File: src/rtl/alu_muldiv_unit.sv
// Execute-stage ALU: single-cycle logic/arith/compare/shift ops plus an
// iterative unsigned multiply/divide engine that writes the Hi/Lo pair.
module alu_muldiv_unit #(
    parameter int WIDTH = 32,
    parameter int SHW   = $clog2(WIDTH)
) (
    input  logic             clk,
    input  logic             rst,
    input  logic             valid_in,
    input  logic [5:0]       funct,
    input  logic [WIDTH-1:0] data_a,
    input  logic [WIDTH-1:0] data_b,
    output logic             ready,
    output logic             busy,
    output logic [WIDTH-1:0] result,
    output logic             result_valid,
    output logic             md_done,
    output logic             div_by_zero,
    output logic [WIDTH-1:0] hi,
    output logic [WIDTH-1:0] lo
);
    localparam logic [5:0] FnAnd   = 6'd36;
    localparam logic [5:0] FnOr    = 6'd37;
    localparam logic [5:0] FnAdd   = 6'd32;
    localparam logic [5:0] FnSub   = 6'd34;
    localparam logic [5:0] FnSlt   = 6'd42;
    localparam logic [5:0] FnSll   = 6'd0;
    localparam logic [5:0] FnSrl   = 6'd2;
    localparam logic [5:0] FnMultu = 6'd25;
    localparam logic [5:0] FnDivu  = 6'd27;
    localparam logic [5:0] FnMfhi  = 6'd16;
    localparam logic [5:0] FnMflo  = 6'd18;

    typedef enum logic [1:0] {IDLE, MUL, DIV} state_t;

    state_t               stateQ, stateD;
    logic [2*WIDTH-1:0]   accQ;
    logic [WIDTH-1:0]     opBQ;
    logic [SHW-1:0]       cntQ;
    logic                 bZeroQ;

    logic                 accept;
    logic                 isMd;
    logic                 lastStep;
    logic [WIDTH:0]       mulSum;
    logic [2*WIDTH-1:0]   mulNext;
    logic [WIDTH:0]       divShift;
    logic [WIDTH:0]       divDiff;
    logic [2*WIDTH-1:0]   divNext;
    logic [2*WIDTH-1:0]   accNext;
    logic [WIDTH-1:0]     aluRes;

    assign busy     = (stateQ != IDLE);
    assign ready    = ~busy;
    assign accept   = valid_in & ready;
    assign isMd     = (funct == FnMultu) || (funct == FnDivu);
    assign lastStep = (cntQ == SHW'(WIDTH - 1));

    // Multiply: acc = {partial, multiplier}; add B on the multiplier LSB, shift right.
    assign mulSum  = {1'b0, accQ[2*WIDTH-1:WIDTH]} + (accQ[0] ? {1'b0, opBQ} : '0);
    assign mulNext = {mulSum, accQ[WIDTH-1:1]};

    // Divide: acc = {remainder, quotient}; quotient shifts in one result bit per step.
    // With B=0 every trial subtract succeeds, giving rem=A and quotient all ones.
    assign divShift = accQ[2*WIDTH-1:WIDTH-1];
    assign divDiff  = divShift - {1'b0, opBQ};
    assign divNext  = divDiff[WIDTH] ? {divShift[WIDTH-1:0], accQ[WIDTH-2:0], 1'b0}
                                     : {divDiff[WIDTH-1:0],  accQ[WIDTH-2:0], 1'b1};

    assign accNext = (stateQ == MUL) ? mulNext : divNext;

    always_comb begin
        aluRes = '0;
        case (funct)
            FnAnd:  aluRes = data_a & data_b;
            FnOr:   aluRes = data_a | data_b;
            FnAdd:  aluRes = data_a + data_b;
            FnSub:  aluRes = data_a - data_b;
            FnSlt:  aluRes = {{(WIDTH-1){1'b0}}, ($signed(data_a) < $signed(data_b))};
            FnSll:  aluRes = data_a << data_b[SHW-1:0];
            FnSrl:  aluRes = data_a >> data_b[SHW-1:0];
            FnMfhi: aluRes = hi;
            FnMflo: aluRes = lo;
            default: aluRes = '0;
        endcase
    end

    always_comb begin
        stateD = stateQ;
        case (stateQ)
            IDLE: begin
                if (accept && funct == FnMultu) stateD = MUL;
                else if (accept && funct == FnDivu) stateD = DIV;
            end
            MUL, DIV: if (lastStep) stateD = IDLE;
            default: stateD = IDLE;
        endcase
    end

    always_ff @(posedge clk or negedge rst) begin
        if (!rst) begin
            stateQ       <= IDLE;
            accQ         <= '0;
            opBQ         <= '0;
            cntQ         <= '0;
            bZeroQ       <= 1'b0;
            result       <= '0;
            result_valid <= 1'b0;
            md_done      <= 1'b0;
            div_by_zero  <= 1'b0;
            hi           <= '0;
            lo           <= '0;
        end else begin
            stateQ       <= stateD;
            result_valid <= 1'b0;
            md_done      <= 1'b0;
            div_by_zero  <= 1'b0;
            if (stateQ == IDLE) begin
                if (accept && isMd) begin
                    accQ   <= {{WIDTH{1'b0}}, data_a};
                    opBQ   <= data_b;
                    cntQ   <= '0;
                    bZeroQ <= (funct == FnDivu) && (data_b == '0);
                end else if (accept) begin
                    result       <= aluRes;
                    result_valid <= 1'b1;
                end
            end else begin
                accQ <= accNext;
                cntQ <= cntQ + 1'b1;
                if (lastStep) begin
                    hi          <= accNext[2*WIDTH-1:WIDTH];
                    lo          <= accNext[WIDTH-1:0];
                    md_done     <= 1'b1;
                    div_by_zero <= bZeroQ;
                end
            end
        end
    end
endmodule

File: config.mk
export PLATFORM = sky130hd
export DESIGN_NAME = alu_muldiv_unit
export DESIGN_NICKNAME = d
export VERILOG_FILES = /design/src/rtl/alu_muldiv_unit.sv
export SDC_FILE = /design/constraint.sdc
export NUM_CORES = 1
export LEC_CHECK = 0
export BUFFER_PORTS_ARGS = -buffer_cell sky130_fd_sc_hd__buf_2
export CORE_UTILIZATION = 43
export CTS_CLUSTER_DIAMETER = 30
export DETAILED_ROUTE_END_ITERATION = 6
export PLACE_DENSITY = 0.71
export SYNTH_ARGS = -nofsm -noshare
export SYNTH_HDL_FRONTEND = slang
export SYNTH_SLANG_ARGS = --single-unit
File: constraint.sdc
create_clock -name clk -period 5 [get_ports clk]
set_clock_uncertainty 0.2 [all_clocks]
set_input_delay 0.5 -clock clk [delete_from_list [all_inputs] [get_ports clk]]
set_output_delay 0.5 -clock clk [all_outputs]
set_load 0.01 [all_outputs]
* Yosys cells after proc, flatten, opt, wreduce, memory -nomap -nowiden
Cells that the tools add are included.
** Storage, ports and cells
- Register bits after elaboration :: 203
- Bits of input ports :: 73
** Operators by class
- Shift-type cells :: 2
- Reductions and logical operators :: 14
- Bitwise logic cells :: 6
- Add/sub/neg operators :: 5
- $lt $le $gt $ge :: 1
- Multiplexer cells :: 19
- Equality and inequality tests :: 16
** Operator list (count)
- 32-bit one-hot mux with 9 select lines :: 1
- 64-bit two-way mux :: 4
- 32-bit by 32-bit adder with 33-bit output :: 1
- 33-bit by 32-bit subtractor with 33-bit output :: 1
- 32-bit adder :: 1
- 32-bit AND :: 1
- 32-bit zero test :: 1
- 32-bit < comparator :: 1
- 32-bit two-way mux :: 1
- 32-bit bitwise OR :: 1
- 32-bit by 5-bit left shift with 32-bit output :: 1
- 32-bit by 5-bit right shift with 32-bit output :: 1
- 32-bit subtractor :: 1
- 6-bit equality test (second input constant) :: 5
- 6-bit by 5-bit equality test with 1-bit output (second input constant) :: 4
- 5-bit two-way mux :: 2
- 1-bit two-way mux :: 7
- 6-bit by 2-bit equality test with 1-bit output (second input constant) :: 1
- 6-bit zero test :: 1
- 2-bit two-way mux :: 3
- 2-bit AND reduction :: 3
- 5-bit by 1-bit adder with 5-bit output (second input constant) :: 1
- 5-bit equality test (second input constant) :: 1
- 1-bit logical AND :: 4
- 13 further kinds :: 15

* Longest topological paths before layout
Gate-level depths: netlist of run 1.
- Depth in word-level cells :: 7
- Mapped depth :: 15
- Gate-level depth less buffers :: 13

* Least setup slack after synthesis of run 1
No wires, ideal clock.
- Path type :: in2reg
- From :: input port data_b[2]
- To :: register result[28]
- Data required time :: 4.666 ns
- Cell stages on the path :: 14
- Path slack :: 0.595 ns
- Arrival :: 4.071 ns
- Path through :: clkinv_1 -> buf_1 -> clkbuf_1 -> clkbuf_1 -> ha_1 -> or2_2 -> a221oi_1 -> o221a_2 -> o31ai_1 -> a21oi_1 -> o211ai_1 -> and4_1 -> a2111oi_0 -> a21oi_1
** Between the ends
- Cells in the longest elaborated chain, start to end :: 2
- Elaborated cells on any way between the ends :: 5
** Ends and longest elaborated chain
- start: declaration :: RTL line 12 : input logic [WIDTH-1:0] data_b,
- 32-bit subtractor, or another cell as far along :: RTL line 78 : FnSub: aluRes = data_a - data_b;
- 32-bit one-hot mux with 9 select lines * :: RTL line 74 : case (funct)
- end signal: assignment :: RTL line 125 : result <= aluRes;
- end: declaration :: RTL line 15 : output logic [WIDTH-1:0] result,
Every way passes the cells marked *; elsewhere a longest branch is shown, timed or not.
A chain may end at the register's enable or synchronous reset.

* Worst setup path after layout of run 1
- From :: register accQ[31]
- To :: register hi[4]
** Between the ends
- Cells in the longest elaborated chain, start to end :: 3
** Ends and longest elaborated chain
- start: declaration :: RTL line 37 : logic [2*WIDTH-1:0] accQ;
- start signal: assignment :: RTL line 120 : accQ <= {{WIDTH{1'b0}}, data_a};
- start signal: assignment :: RTL line 129 : accQ <= accNext;
- 33-bit by 32-bit subtractor with 33-bit output :: RTL line 66 : assign divDiff = divShift - {1'b0, opBQ};
- 64-bit two-way mux :: RTL line 67 : assign divNext = divDiff[WIDTH] ? {divShift[WIDTH-1:0], accQ[WIDTH-2:0], 1'b0}
- 64-bit two-way mux :: RTL line 70 : assign accNext = (stateQ == MUL) ? mulNext : divNext;
- end signal: assignment :: RTL line 132 : hi <= accNext[2*WIDTH-1:WIDTH];
- end: declaration :: RTL line 19 : output logic [WIDTH-1:0] hi,
Every way passes these cells.

==> results of run 1 <==
[power by group]
group	internal, µW	switching [µW]	total [µW]
clock	2540	1110	3650
combinational	2880	4580	7460
sequential	2290	684	2970
total	7700	6380	14100
[registers in the layout, summed over array words and instances (netlist names)]
register and flops:
div_by_zero 1, hi 32, cntQ 5, result_valid 1
md_done 1, lo 32, accQ 64, result 32
stateQ 2, bZeroQ 1, opBQ 32
[through the flow]
step           instance area (µm²)  instances  hold slack (ns)  worst slack (ns)
2_1_floorplan                20700       2569          0.00441             0.595
3_3_place_gp                 22100       3233            0.256             0.546
3_5_place_dp                 22100       3233            0.271             0.516
4_1_cts                      24000       3330          0.00339             0.517
5_1_grt                      24000       3332           0.0240             0.305
6_report                     24000       3334           0.0233             0.503
[how the worst max path moves through the flow]
stage	endpoint	startpoint	slack, ns	depth (start not counted)
2_1_floorplan	result[28]	data_b[2]	0.60	14
3_3_place_gp	hi[4]	accQ[31]	0.55	14
3_5_place_dp	hi[4]	accQ[31]	0.52	14
4_1_cts	hi[4]	accQ[31]	0.52	14
5_1_grt	hi[9]	accQ[31]	0.30	14
6_report	hi[4]	accQ[31]	0.50	14
[cell usage after synthesis (8+ instances only)]
master / count / area, µm²
o211ai_1: 33 / 248
xnor2_1: 27 / 236
o21ai_1: 12 / 60.1
a21oi_1: 203 / 1020
or2_2: 8 / 50.1
a22oi_1: 17 / 128
nand3_1: 62 / 310
mux2i_1: 77 / 771
o21bai_1: 19 / 143
o21ai_0: 209 / 1050
ha_1: 168 / 2100
or4_1: 11 / 82.6
o2111ai_1: 13 / 114
dfrtp_1: 203 / 5080
nand2b_1: 19 / 119
and3_1: 19 / 119
a221oi_1: 35 / 307
a31oi_1: 28 / 175
o31ai_1: 25 / 188
o22ai_1: 28 / 175
nand4_1: 16 / 100
o221ai_1: 47 / 412
or3_1: 11 / 68.8
nor2b_1: 19 / 119
o211a_1: 9 / 90.1
a21o_1: 56 / 420
mux4_2: 53 / 1190
xor2_1: 18 / 158
clkbuf_1: 137 / 514
buf_2: 14 / 70.1
mux2_2: 16 / 180
nor3_1: 49 / 245
nor4_1: 18 / 113
nor2_1: 240 / 901
a221o_1: 21 / 210
and2_1: 41 / 257
a21boi_0: 8 / 60.1
o31a_1: 9 / 78.8
a211oi_1: 28 / 210
a2111oi_0: 9 / 78.8
a41oi_1: 8 / 70.1
nand2_1: 233 / 875
o21a_1: 18 / 135
inv_1: 146 / 548
buf_1: 17 / 63.8
[per-layer routing]
layer	routed length, µm	track usage (%)	share of wire, %	vias up
met5	0	0	0	-
met4	4640	16.8	5.3	0
met3	8960	7.29	10	272
met2	39200	54.8	44	1275
met1	35500	46.3	40	10800
li1	-	-	-	9797
[cells by family (layout without fill, tap and decap cells)]
family | after synthesis | after routing
AOI/OAI and AO/OA | 902 | 902
and+or+nand+nor | 769 | 769
buffers and inverters | 324 | 470
DFF | 203 | 203
adders and majority gates | 172 | 172
muxes | 154 | 154
xor gates and xnor gates | 45 | 45
other | 0 | 4
[area by class of cell]
type	instances	area [µm²]	area share (%)
Antenna cell	4	10.0	0.0416
Timing Repair Buffer	223	1270	5.29
Clock buffer	67	1480	6.15
Sequential cell	203	5080	21.1
Tap cell	615	769	3.20
Inverter	152	571	2.37
Multi-Input combinational cell	2042	14400	60.0
Clock inverter	28	435	1.81
[critical path: cells and delay by family, from the launching register on]
family	cells	cell delay, ns
AND/OR/NAND/NOR	2	0.75
buffers and inverters	3	0.47
AO/OA/AOI/OAI	5	0.98
multiplexers	2	0.96
adder cells (fa/ha/maj)	2	0.46
flip-flops	1	0.52
==> results.py, run 1 <==
metrics = {
    "outcome": {
        "status": "finished, violations left",
        "violations": "design-rule violations",
    },
    "clock_network": {
        "cts_max_level": 2,
        "clockBufferDepth": 3,
        "cts_hold_buf": 2,
        "clock-root-buffer": "clkbuf_16",
        "clkTransAtPathRegs_ns": 0.05,
        "clock-sinks": 203,
        "postCtsSetupBuffers": 0,
        "cts_resized": 0,
        "cts_tree": "built",
        "cts_made_buffers": 53,
        "clkLatencyLatePin_ns": 0.60,
    },
    "setup_path": {
        "rr_endpoint": "hi[4]",
        "critPathKind": "flop to flop",
        "worst_path_max_delay_cell": "mux2i_2",
        "worstReg2RegStart": "accQ[31]",
        "cp.arrival_ns": 4.74,
        "critical_path_required_ns": 5.25,
        "endpoint_kind": "flop",
        "critPathMaxStageDelay_ns": 0.59,
        "critPathMaxFanout": 20,
        "cp-start-kind": "flop",
        "r2r_cells": 14,
        "worstPathCellList": "inv_1 > ha_1 > inv_1 > fa_1 > a211oi_1 > o211a_1 > or4b_4 > a211oi_2 > mux2i_2 > or2_1 > buf_4 > mux2_2 > o21ai_0 > o21ai_0",
        "ff2ff_setup_slack_ns": 0.50,
    },
    "timing": {
        "setup-violations-final": 0,
        "fmax_mhz": 222,
        "period_minus_slack_ns": 4.50,
        "worstMarginPinSlew_ns": 1.17,
        "fin_tns_setup_ns": 0,
        "report.final.hold_viol_count": 0,
        "slew_viol_final": 0,
        "maxSlewHeadroom_pct": 22.1,
        "period_share_pct": 89.9,
        "rsz0062_at_grt": "no",
    },
    "global_route": {
        "grt_pass1_vias": 21100,
        "grt_max_degree": 105,
        "grt_pass1_wl_um": 132000,
        "gr-usage-all-layers_pct": 35.1,
        "antenna_found_initial": 2,
        "grt_overflow": 0,
    },
    "synthesis": {
        "yosys.area_share.simple_pct": 17.1,
        "syn_nets": 2814,
        "ys_types": 88,
        "avgSynthCellArea_um2": 8.07,
        "synth-seq-cells": 203,
        "seq_area_frac_synth_pct": 24.5,
        "synth_fa_ha_area_share_pct": 10.5,
        "synth_top_family_by_area": "compound AO/OA/AOI/OAI gates",
        "synth_xor_area_share_pct": 1.90,
        "synth_mux_area_share_pct": 11.0,
        "synth-compound-area-share_pct": 28.9,
        "synth_edf_count": 0,
        "syn_area_um2": 20700,
        "synthFlopType": "dfrtp_1",
        "synth-async-reset-ratio_pct": 100,
        "synthCells": 2569,
        "yosysWarnings": 0,
    },
    "finish": {
        "nFillCells": 4548,
        "area.growth.synth_to_final_pct": 16.0,
        "final_core_util_pct": 50.5,
        "final_common_cell": "nor2_1",
        "drive_above_1_share_pct": 15.7,
        "fin_nets": 2920,
        "layout_common_cells": "nor2_1 (239), nand2_1 (232), o21ai_0 (209)",
    },
    "detailed_routing": {
        "post-route-drc-count": 1,
        "drt_first_pass_iters": 7,
        "num_vias": 22100,
        "ant_nets": 0,
        "drt-initial-drc-count": 2633,
        "drt_wl_total_um": 88400,
        "via_per_inst": 6.64,
        "wire_per_inst_um": 26.5,
    },
    "floorplanning": {
        "fp.dieH_um": 222,
        "start_util_pct": 43.5,
        "die_area_um2": 49100,
        "num_rows": 80,
        "fp.coreArea_um2": 47600,
        "die_w_um": 222,
        "io_pins": 174,
    },
    "place": {
        "gp_congestion": 1.07,
        "dp_hpwl_um": 66400,
        "portBuffers": 173,
    },
    "min_path": {
        "hold_start": "data_b[16]",
        "hold_depth": 3,
        "worstHoldEndpoint": "opBQ[16]",
        "hold_path_class": "input port to flop",
    },
    "power": {
        "p_per_area_nw_per_um2": 586,
        "ir_drop_mv": 0.348,
        "power.total_uw": 14100,
        "p_leak_uw": 0.0109,
    },
    "job": {
        "drv_cap": 0,
    },
}
Power figures use the tool's default switching activity.
==> run 2: changes to the inputs <==
--- a/config.mk
+++ b/config.mk
@@ -9,7 +9,7 @@
 export CORE_UTILIZATION = 43
 export CTS_CLUSTER_DIAMETER = 30
 export DETAILED_ROUTE_END_ITERATION = 6
-export PLACE_DENSITY = 0.71
+export PLACE_DENSITY = 0.73
 export SYNTH_ARGS = -nofsm -noshare
 export SYNTH_HDL_FRONTEND = slang
 export SYNTH_SLANG_ARGS = --single-unit
==> constraint.sdc (replaced) <==
create_clock -name clk -period 4.1 [get_ports clk]
set_clock_uncertainty 0.2 [all_clocks]
set_input_delay 0.41 -clock clk [delete_from_list [all_inputs] [get_ports clk]]
set_output_delay 0.41 -clock clk [all_outputs]
set_load 0.01 [all_outputs]
==> run 2 against run 1 <==
  * Sequential share of layout area shrank 0.81 points
  * Total power grew 26%
  * Largest power group unchanged
  * Sequential power rose by 22%
  * Clock power grew 28%
  * Die area stayed put
  * Hold slack better by 0.0037 ns
  * Via count is 2.6% higher
  * The flow now finishes without violations
==> results.py, run 2 (synthesis results as in run 1) <==
metrics = {
    "timing": {
        "slew_viol_final": 0,
        "period_minus_slack_ns": 3.99,
        "worstMarginPinSlew_ns": 1.16,
        "maxSlewHeadroom_pct": 22.0,
        "final.setup.worst_slack_ns": 0.111,
        "rsz0062_at_grt": "yes",
        "setup-violations-final": 0,
        "period_share_pct": 97.3,
        "report.final.hold_viol_count": 0,
        "fmax_mhz": 251,
    },
    "floorplanning": {
        "die_w_um": 222,
        "num_rows": 80,
        "fp.coreArea_um2": 47600,
        "fp.dieH_um": 222,
        "io_pins": 174,
        "start_util_pct": 43.5,
        "die_area_um2": 49100,
    },
    "global_route": {
        "antenna_found_initial": 1,
        "grt_max_degree": 100,
        "grt_overflow": 0,
        "grt_pass1_wl_um": 136000,
        "grt_pass1_vias": 21400,
        "gr-usage-all-layers_pct": 36.0,
    },
    "place": {
        "dpl_cell_area_um2": 22700,
        "gp_congestion": 1.06,
        "pre_cts_slack_ns": 0.0686,
        "portBuffers": 173,
        "dp_hpwl_um": 69100,
    },
    "finish": {
        "fin_nets": 3019,
        "design_area_um2": 25000,
        "area.growth.synth_to_final_pct": 20.6,
        "final_common_cell": "nor2_1",
        "drive_above_1_share_pct": 18.1,
        "layout_common_cells": "nor2_1 (239), nand2_1 (232), o21ai_0 (207)",
        "largest_reg_flops": 64,
        "regMostFlops": "accQ",
    },
    "detailed_routing": {
        "drt_first_pass_iters": 6,
        "num_vias": 22700,
        "ant_nets": 0,
        "drt-initial-drc-count": 2810,
        "wire_per_inst_um": 26.3,
        "post-route-drc-count": 0,
        "via_per_inst": 6.61,
        "drt_wl_total_um": 90300,
    },
    "clock_network": {
        "clock-sinks": 203,
        "clock-root-buffer": "clkbuf_16",
        "clkLatencyLatePin_ns": 0.62,
        "clockBufferDepth": 3,
        "cts_tree": "built",
        "cts_made_buffers": 55,
        "cts_max_level": 2,
        "clkTransAtPathRegs_ns": 0.05,
    },
    "setup_path": {
        "cp.arrival_ns": 4.24,
        "cp-start-kind": "input port",
        "endpoint_kind": "flop",
        "critPathKind": "input port to flop",
        "critPathMaxFanout": 8,
        "critical_path_required_ns": 4.36,
    },
    "min_path": {
        "hold_path_class": "input port to flop",
    },
    "power": {
        "p_leak_uw": 0.0114,
        "ir_drop_mv": 0.404,
        "p_per_area_nw_per_um2": 711,
    },
    "job": {
        "drv_cap": 0,
    },
    "outcome": {
        "status": "finished, final reports clean",
    },
}
-- run 2: stage by stage --
stage | utilization [%] | hold slack, ns | setup TNS [ns] | power, µW | cells
after floorplan | - | -0.0856 | 0 | 9670 | 2569
after global placement | 47.6 | 0.258 | 0 | 12600 | 3304
after global routing | 52.5 | 0.0134 | -0.0312 | 18700 | 3437
after CTS | 52.4 | 0.00262 | 0 | 17500 | 3436
final | 52.5 | 0.0270 | 0 | 17800 | 3437
after detailed placement | 47.6 | 0.267 | 0 | 12800 | 3304
-- run 2: worst paths after layout --
check                      slack, ns        from         end  cells past startpoint
min in group asynchronous       0.20         rst   result[6]                      2
min reg2reg                     0.27  result[10]  result[10]                      2
max reg2reg                     0.13     opBQ[0]    accQ[43]                     13
min                             0.03  data_b[10]    opBQ[10]                      3
max in group asynchronous       2.49         rst      lo[21]                      3
max                             0.11   data_a[2]  result[19]                     14
-- run 2: area by class of cell --
class | count | area, µm²
antenna | 1 | 2.50
clock buffer | 60 | 1450
clock inverter | 44 | 564
fill | 4460 | 22600
inverter | 152 | 571
multi-input combinational | 2042 | 14500
sequential | 203 | 5080
tap | 615 | 769
timing repair buffer | 320 | 2110
-- run 2: metal layers --
metal	vias up	wire length, µm	track usage, %
met1	11000	35900	47.4
met2	1401	39600	55.6
met3	305	9150	7.43
li1	10000	-	-
met5	-	0	0
met4	0	5570	19.4
-- run 2: where the power goes --
part	leakage [µW]	internal (µW)	switching, µW	total (µW)
logic	0.00785	3730	5750	9490
registers	0.00259	2790	818	3610
clock network	0.000982	3070	1610	4670
-- run 2: what timing repair did --
action,CTS,global route
endpoints found under the hold margin,123,0
buffers inserted,0,0
setup endpoints to repair,0,25
resized for setup,0,9
hold buffers,28,0
-- run 2: worst max-delay path, stage by stage --
cell and delay [ns]:
dlygate4sd3_1 0.53, buf_2 0.13, buf_4 0.16, ha_1 0.24
o311ai_0 0.33, buf_4 0.18, a21oi_1 0.13, a221oi_1 0.60
o21ai_0 0.33, a311oi_1 0.42, o22ai_1 0.13, o21ai_0 0.40
buf_4 0.20, a21oi_1 0.06
